--- src/rtl/rl_pkg.sv ---
// Shared definitions for the RL plant scheduler and the Euler-step solver it drives.
package rl_pkg;

  typedef enum logic [1:0] {
    IDLE,
    ISSUE,
    WAIT,
    NEXT
  } sched_state_t;

  localparam int RL_W = 32;

  // Default plant constants; the solver datapath uses the same values.
  localparam int RL_R_DEF     = 10;
  localparam int RL_L_DIV_DEF = 64;
  localparam int RL_U0_DEF    = 200;
  localparam int RL_DT_DEF    = 1;

endpackage

--- src/rtl/rl_tick_gen.sv ---
// Simulation-step tick: a 1-cycle pulse every TICK_DIV enabled clock cycles.
module rl_tick_gen #(
  parameter int TICK_DIV = 100
) (
  input  logic clk,
  input  logic rst,
  input  logic en,
  output logic tick
);

  localparam int CW = (TICK_DIV > 1) ? $clog2(TICK_DIV) : 1;

  logic [CW-1:0] cnt;

  // NOTE: sequential state uses non-blocking assignments only, so every register samples pre-edge values.
  always_ff @(posedge clk) begin
    if (rst) begin
      cnt  <= '0;
      tick <= 1'b0;
    end else begin
      tick <= 1'b0;
      if (en) begin
        if (cnt == CW'(TICK_DIV - 1)) begin
          cnt  <= '0;
          tick <= 1'b1;
        end else begin
          cnt <= cnt + CW'(1);
        end
      end
    end
  end

endmodule

--- src/rtl/rl_step_scheduler.sv ---
// Time-slices one RL Euler-step solver across N_CH plant channels, one round per simulation tick.
module rl_step_scheduler
  import rl_pkg::*;
#(
  parameter int N_CH     = 4,
  parameter int W        = RL_W,
  parameter int TICK_DIV = 100,
  parameter int TIMEOUT  = 31,
  parameter int U0_DEF   = RL_U0_DEF,
  localparam int CW      = (N_CH > 1) ? $clog2(N_CH) : 1
) (
  input  logic                clk,
  input  logic                rst,
  input  logic                en,
  input  logic [N_CH-1:0]     ch_en,
  input  logic                cfg_we,
  input  logic [CW-1:0]       cfg_ch,
  input  logic signed [W-1:0] cfg_u0,
  input  logic [CW-1:0]       rd_ch,
  output logic signed [W-1:0] rd_i,
  output logic                slv_start,
  output logic [CW-1:0]       slv_ch,
  output logic signed [W-1:0] slv_u0,
  output logic signed [W-1:0] slv_i_in,
  input  logic                slv_done,
  input  logic signed [W-1:0] slv_i_out,
  output logic                busy,
  output logic [15:0]         step_cnt,
  output logic                overrun,
  output logic                timeout,
  input  logic                clr_err
);

  localparam int TW = $clog2(TIMEOUT + 1);

  sched_state_t        state;
  logic                tick;
  logic [N_CH-1:0]     pending;
  logic [TW-1:0]       wait_cnt;
  logic signed [W-1:0] i_reg  [N_CH];
  logic signed [W-1:0] u0_reg [N_CH];

  function automatic logic [CW-1:0] lowest_set(input logic [N_CH-1:0] v);
    logic [CW-1:0] idx;
    idx = '0;
    for (int i = N_CH - 1; i >= 0; i--) begin
      if (v[i]) idx = CW'(i);
    end
    return idx;
  endfunction

  rl_tick_gen #(.TICK_DIV(TICK_DIV)) u_tick (
    .clk  (clk),
    .rst  (rst),
    .en   (en),
    .tick (tick)
  );

  // NOTE: the I/U0 stores are flop arrays, not RAM, so they can and must be reset element by element.
  always_ff @(posedge clk) begin
    if (rst) begin
      for (int i = 0; i < N_CH; i++) u0_reg[i] <= W'(U0_DEF);
    end else if (cfg_we) begin
      u0_reg[cfg_ch] <= cfg_u0;
    end
  end

  always_ff @(posedge clk) begin
    if (rst) rd_i <= '0;
    else     rd_i <= i_reg[rd_ch];
  end

  always_ff @(posedge clk) begin
    if (rst) begin
      state     <= IDLE;
      pending   <= '0;
      wait_cnt  <= '0;
      busy      <= 1'b0;
      slv_start <= 1'b0;
      slv_ch    <= '0;
      slv_u0    <= '0;
      slv_i_in  <= '0;
      step_cnt  <= '0;
      overrun   <= 1'b0;
      timeout   <= 1'b0;
      for (int i = 0; i < N_CH; i++) i_reg[i] <= '0;
    end else begin
      slv_start <= 1'b0;
      // Clear first so a set event later in this block overrides it.
      if (clr_err) begin
        overrun <= 1'b0;
        timeout <= 1'b0;
      end
      if (tick && busy) overrun <= 1'b1;

      case (state)
        IDLE: begin
          if (tick) begin
            pending <= ch_en;
            if (ch_en == '0) begin
              step_cnt <= step_cnt + 16'd1;
            end else begin
              busy  <= 1'b1;
              state <= ISSUE;
            end
          end
        end
        ISSUE: begin
          // slv_u0 is latched here so a U0 write during WAIT cannot disturb the step in flight.
          slv_ch    <= lowest_set(pending);
          slv_u0    <= u0_reg[lowest_set(pending)];
          slv_i_in  <= i_reg[lowest_set(pending)];
          slv_start <= 1'b1;
          wait_cnt  <= '0;
          state     <= WAIT;
        end
        WAIT: begin
          if (slv_done) begin
            i_reg[slv_ch]   <= slv_i_out;
            pending[slv_ch] <= 1'b0;
            state           <= NEXT;
          end else if (wait_cnt == TW'(TIMEOUT - 1)) begin
            timeout         <= 1'b1;
            pending[slv_ch] <= 1'b0;
            state           <= NEXT;
          end else begin
            wait_cnt <= wait_cnt + TW'(1);
          end
        end
        NEXT: begin
          if (pending != '0) begin
            state <= ISSUE;
          end else begin
            step_cnt <= step_cnt + 16'd1;
            busy     <= 1'b0;
            state    <= IDLE;
          end
        end
        default: state <= IDLE;
      endcase
    end
  end

endmodule

--- config.mk ---
export PLATFORM = sky130hd
export DESIGN_NAME = rl_step_scheduler
export DESIGN_NICKNAME = d
export VERILOG_FILES = /design/src/rtl/rl_pkg.sv /design/src/rtl/rl_tick_gen.sv /design/src/rtl/rl_step_scheduler.sv
export SDC_FILE = /design/constraint.sdc
export NUM_CORES = 1
export LEC_CHECK = 0
export CAP_MARGIN = 30
export CORE_ASPECT_RATIO = 0.8
export CORE_MARGIN = 5
export CORE_UTILIZATION = 31
export CTS_BUF_LIST = sky130_fd_sc_hd__clkbuf_16
export DETAILED_ROUTE_END_ITERATION = 8
export GPL_TIMING_DRIVEN = 0
export SYNTH_ARGS = -nofsm -noshare
export SYNTH_HDL_FRONTEND = slang
export SYNTH_HIERARCHICAL = 1
export SYNTH_SLANG_ARGS = --single-unit
--- constraint.sdc ---
create_clock -name clk -period 5.35 [get_ports clk]
set_input_delay 0.8025 -clock clk [delete_from_list [all_inputs] [get_ports clk]]
set_output_delay 0.8025 -clock clk [all_outputs]
set_load 0.02 [all_outputs]
==> out/metrics.yaml <==
status: "finished, final reports clean"
final.fill_count: 5085
rows: 76
nets: 1690
yosysWarnings: 6
fin_area_mm2: 0.0212
die_h_um: 218
p_sw_frac: 0.227
crit_required_ns: 5.53
use_met1: 0.223
clkSlewWorstSetupHoldPaths_ns: 0.06
slew_viol_final: 0
grt.overflow.total: 0
first_iter_violations: 976
cap_violations: 0
hold_path_class: "flip-flop to flip-flop"
drive_gt1_frac: 0.120
grt_pass1_vias: 12028
dieArea_mm2: 0.0590
slowest_delay_ns: 0.85
power_leakage_nw: 6.98
hpwl_um: 34800
wl_um: 50800
irDropWorstVdd_uv: 178
placed_cell_area_mm2: 0.0198
use_met3: 0.0426
syn-num-nets: 1440
ios: 196
routed_via_density: 5.10
post_cts_resize_count: 0
io_buffers: 193
power_per_cell_area_mw_per_mm2: 309
p_int_mw: 5.06
hold_viol_final: 0
ctsHoldBuffers: 0
synth.top_cell.area_share: 0.458
worstSetupPathType: "primary input to flip-flop"
cts_inserted_buffers: 42
seq_power_share: 0.524
ys_types: 52
h-tree-depth: 2
endpoint_kind: "flip-flop"
cts.sinks: 393
fin_ws_ns: 1.58
setup_viol: 0
place_ws_ns: 0.821
clockBufferDepth: 3
post_cts_buffers: 0
tightest_slew_ns: 0.957
max_slew_margin: 0.362
grt_pass1_wl_um: 75400
max_freq_ghz: 0.265
first_pass_iters: 5
antenna_found_initial: 9
met2_usage: 0.272
routed-via-count: 11941
hold_slack_ns: 0.460
pwr-share-comb: 0.057
netlist_top_cells_area: "edfxtp_1, dfxtp_1, and2_1, mux4_2, o221a_2"
netlist_area_mm2: 0.0168
crit_fanout: 32
globalplace.congestion: 0.800
synth_edf_count: 256
slowest_stage: "or2_2"
fin_skew_ns: 0.0190
seqCellArea_mm2: 0.0104
synth-seq-area-share: 0.621
fin_crit_sh: 0.705
busiest_layer: "met2"
crit_chain: "clkdlybuf4s50_1, inv_1, nand2_1, nor3_1, clkbuf_1, or2_2"
grt_max_degree: 33
cts_tree: "built"
yosys.area.top_type: "edfxtp_1"
synthCells: 1354
die_x_um: 270
rsz0062_at_grt: "no"
ys_seq_elements: 393
clock_latency_ns: 0.57
start_util: 0.313
routedWlPerCell_um: 21.7
areaGrowthSynthToFinish_pct: 26.1
grt_usage: 0.168
multi_input_comb_area_mm2: 0.00596
final.min_clock_period_ns: 3.77
worstPathArrival_ns: 3.96
async_flop_share: 0
p_clk_frac: 0.420
drc: 0
synth-main-ff-cell: "edfxtp_1"
root_buffer: "clkbuf_16"
start_kind: "primary input"
syn_area_per_cell_um2: 12.4
p_sw_mw: 1.49
detail-route-antenna-nets: 0
core-area_mm2: 0.0537
==> cell type report <==
cell class	instances	share of cell area
Clock buffer	43	0.0508
Clock inverter	34	0.00957
Multi-Input combinational cell	843	0.282
Inverter	12	0.00213
Sequential cell	393	0.493
Antenna cell	1	0.000118
Tap cell	702	0.0415
Timing Repair Buffer	206	0.103
Buffer	106	0.0191
==> synthesized netlist by cell type (all sizes together) (3+ instances only) <==
cell type	n
nor4	3
or3	3
or4	11
nand4	8
ha	8
o21ai	139
nor2	18
o31ai	12
and2	281
nand2	85
mux2	4
buf	12
nand2b	16
a21oi	30
mux4	32
or2	7
and4	3
dfxtp	137
nor3	7
mux2i	5
o221a	64
nand3	9
edfxtp	256
nor2b	9
clkbuf	94
a211oi	65
inv	12
==> routing by layer <==
layer	vias up	part of all wire
met1	5925	0.43
met3	92	0.076
li1	5534	-
met2	374	0.46
met4	16	0.024
met5	-	0.0023
==> kinds of logic (layout without fill, tap and decap cells) <==
family,Yosys count,after routing,share of synthesized area
and+or+nand+nor,468,468,0.161
DFF,393,393,0.621
AOI/OAI and AO/OA,324,324,0.136
buffers and inverters,118,401,0.0268
muxes,41,41,0.0486
adders and majority gates,8,8,0.00596
xor gates and xnor gates,2,2,0.00104
other,0,1,0
==> per-stage QoR <==
stage | utilization | setup TNS (ns) | power, mW | std cells
floorplan | - | 0 | 3.64 | 1354
global placement | 0.365 | -153.58 | 3.84 | 2249
detailed placement | 0.369 | 0 | 3.86 | 2258
CTS | 0.393 | 0 | 6.61 | 2335
global route | 0.394 | 0 | 6.77 | 2339
finish | 0.394 | 0 | 6.54 | 2340
==> power groups by stage <==
| stage | combinational, mW | clock [mW] | sequential, mW |
|---|---|---|---|
| floorplan | 0.137 | 0 | 3.50 |
| global placement | 0.347 | 0 | 3.49 |
| detailed placement | 0.370 | 0 | 3.49 |
| CTS | 0.371 | 2.81 | 3.43 |
| global route | 0.396 | 2.93 | 3.44 |
| finish | 0.371 | 2.75 | 3.43 |
==> worst max-delay path: cells and delay by family <==
kind          cells  cell delay (ns)
buf+inv           3             1.52
simple gates      3             1.60
==> cells in the final DEF, fill, tap and decap left out, types with 4 or more instances in the layout <==
master and instances:
mux2i_1 5, mux2_2 4, buf_16 4, o31ai_1 11, nand3_1 8, a21oi_1 30, o21ai_0 136, mux4_2 32
nor3_1 7, clkinv_2 12, dfxtp_1 137, ha_1 8, or4_1 11, nand2b_1 16, buf_6 4, and2_1 281
nor2_1 18, o221a_2 64, a211oi_1 65, edfxtp_1 256, nand4_1 8, nand2_1 83, inv_1 17, clkbuf_1 92
buf_1 10, clkinv_1 11, or2_2 7, clkbuf_16 43, clkdlybuf4s50_1 193, nor2b_1 9
==> path summary, 6_finish.rpt <==
check                             startpoint      endpoint  slack, ns  depth (start not counted)
worst min register to register  slv_i_in[11]  slv_i_in[11]       0.46                          2
worst min-delay path            slv_i_in[11]  slv_i_in[11]       0.46                          2
worst max register to register      state[1]    slv_u0[31]       2.52                          8
worst max-delay path                     rst  u0_reg[0][5]       1.58                          6
(Power assumes the default switching activity.)
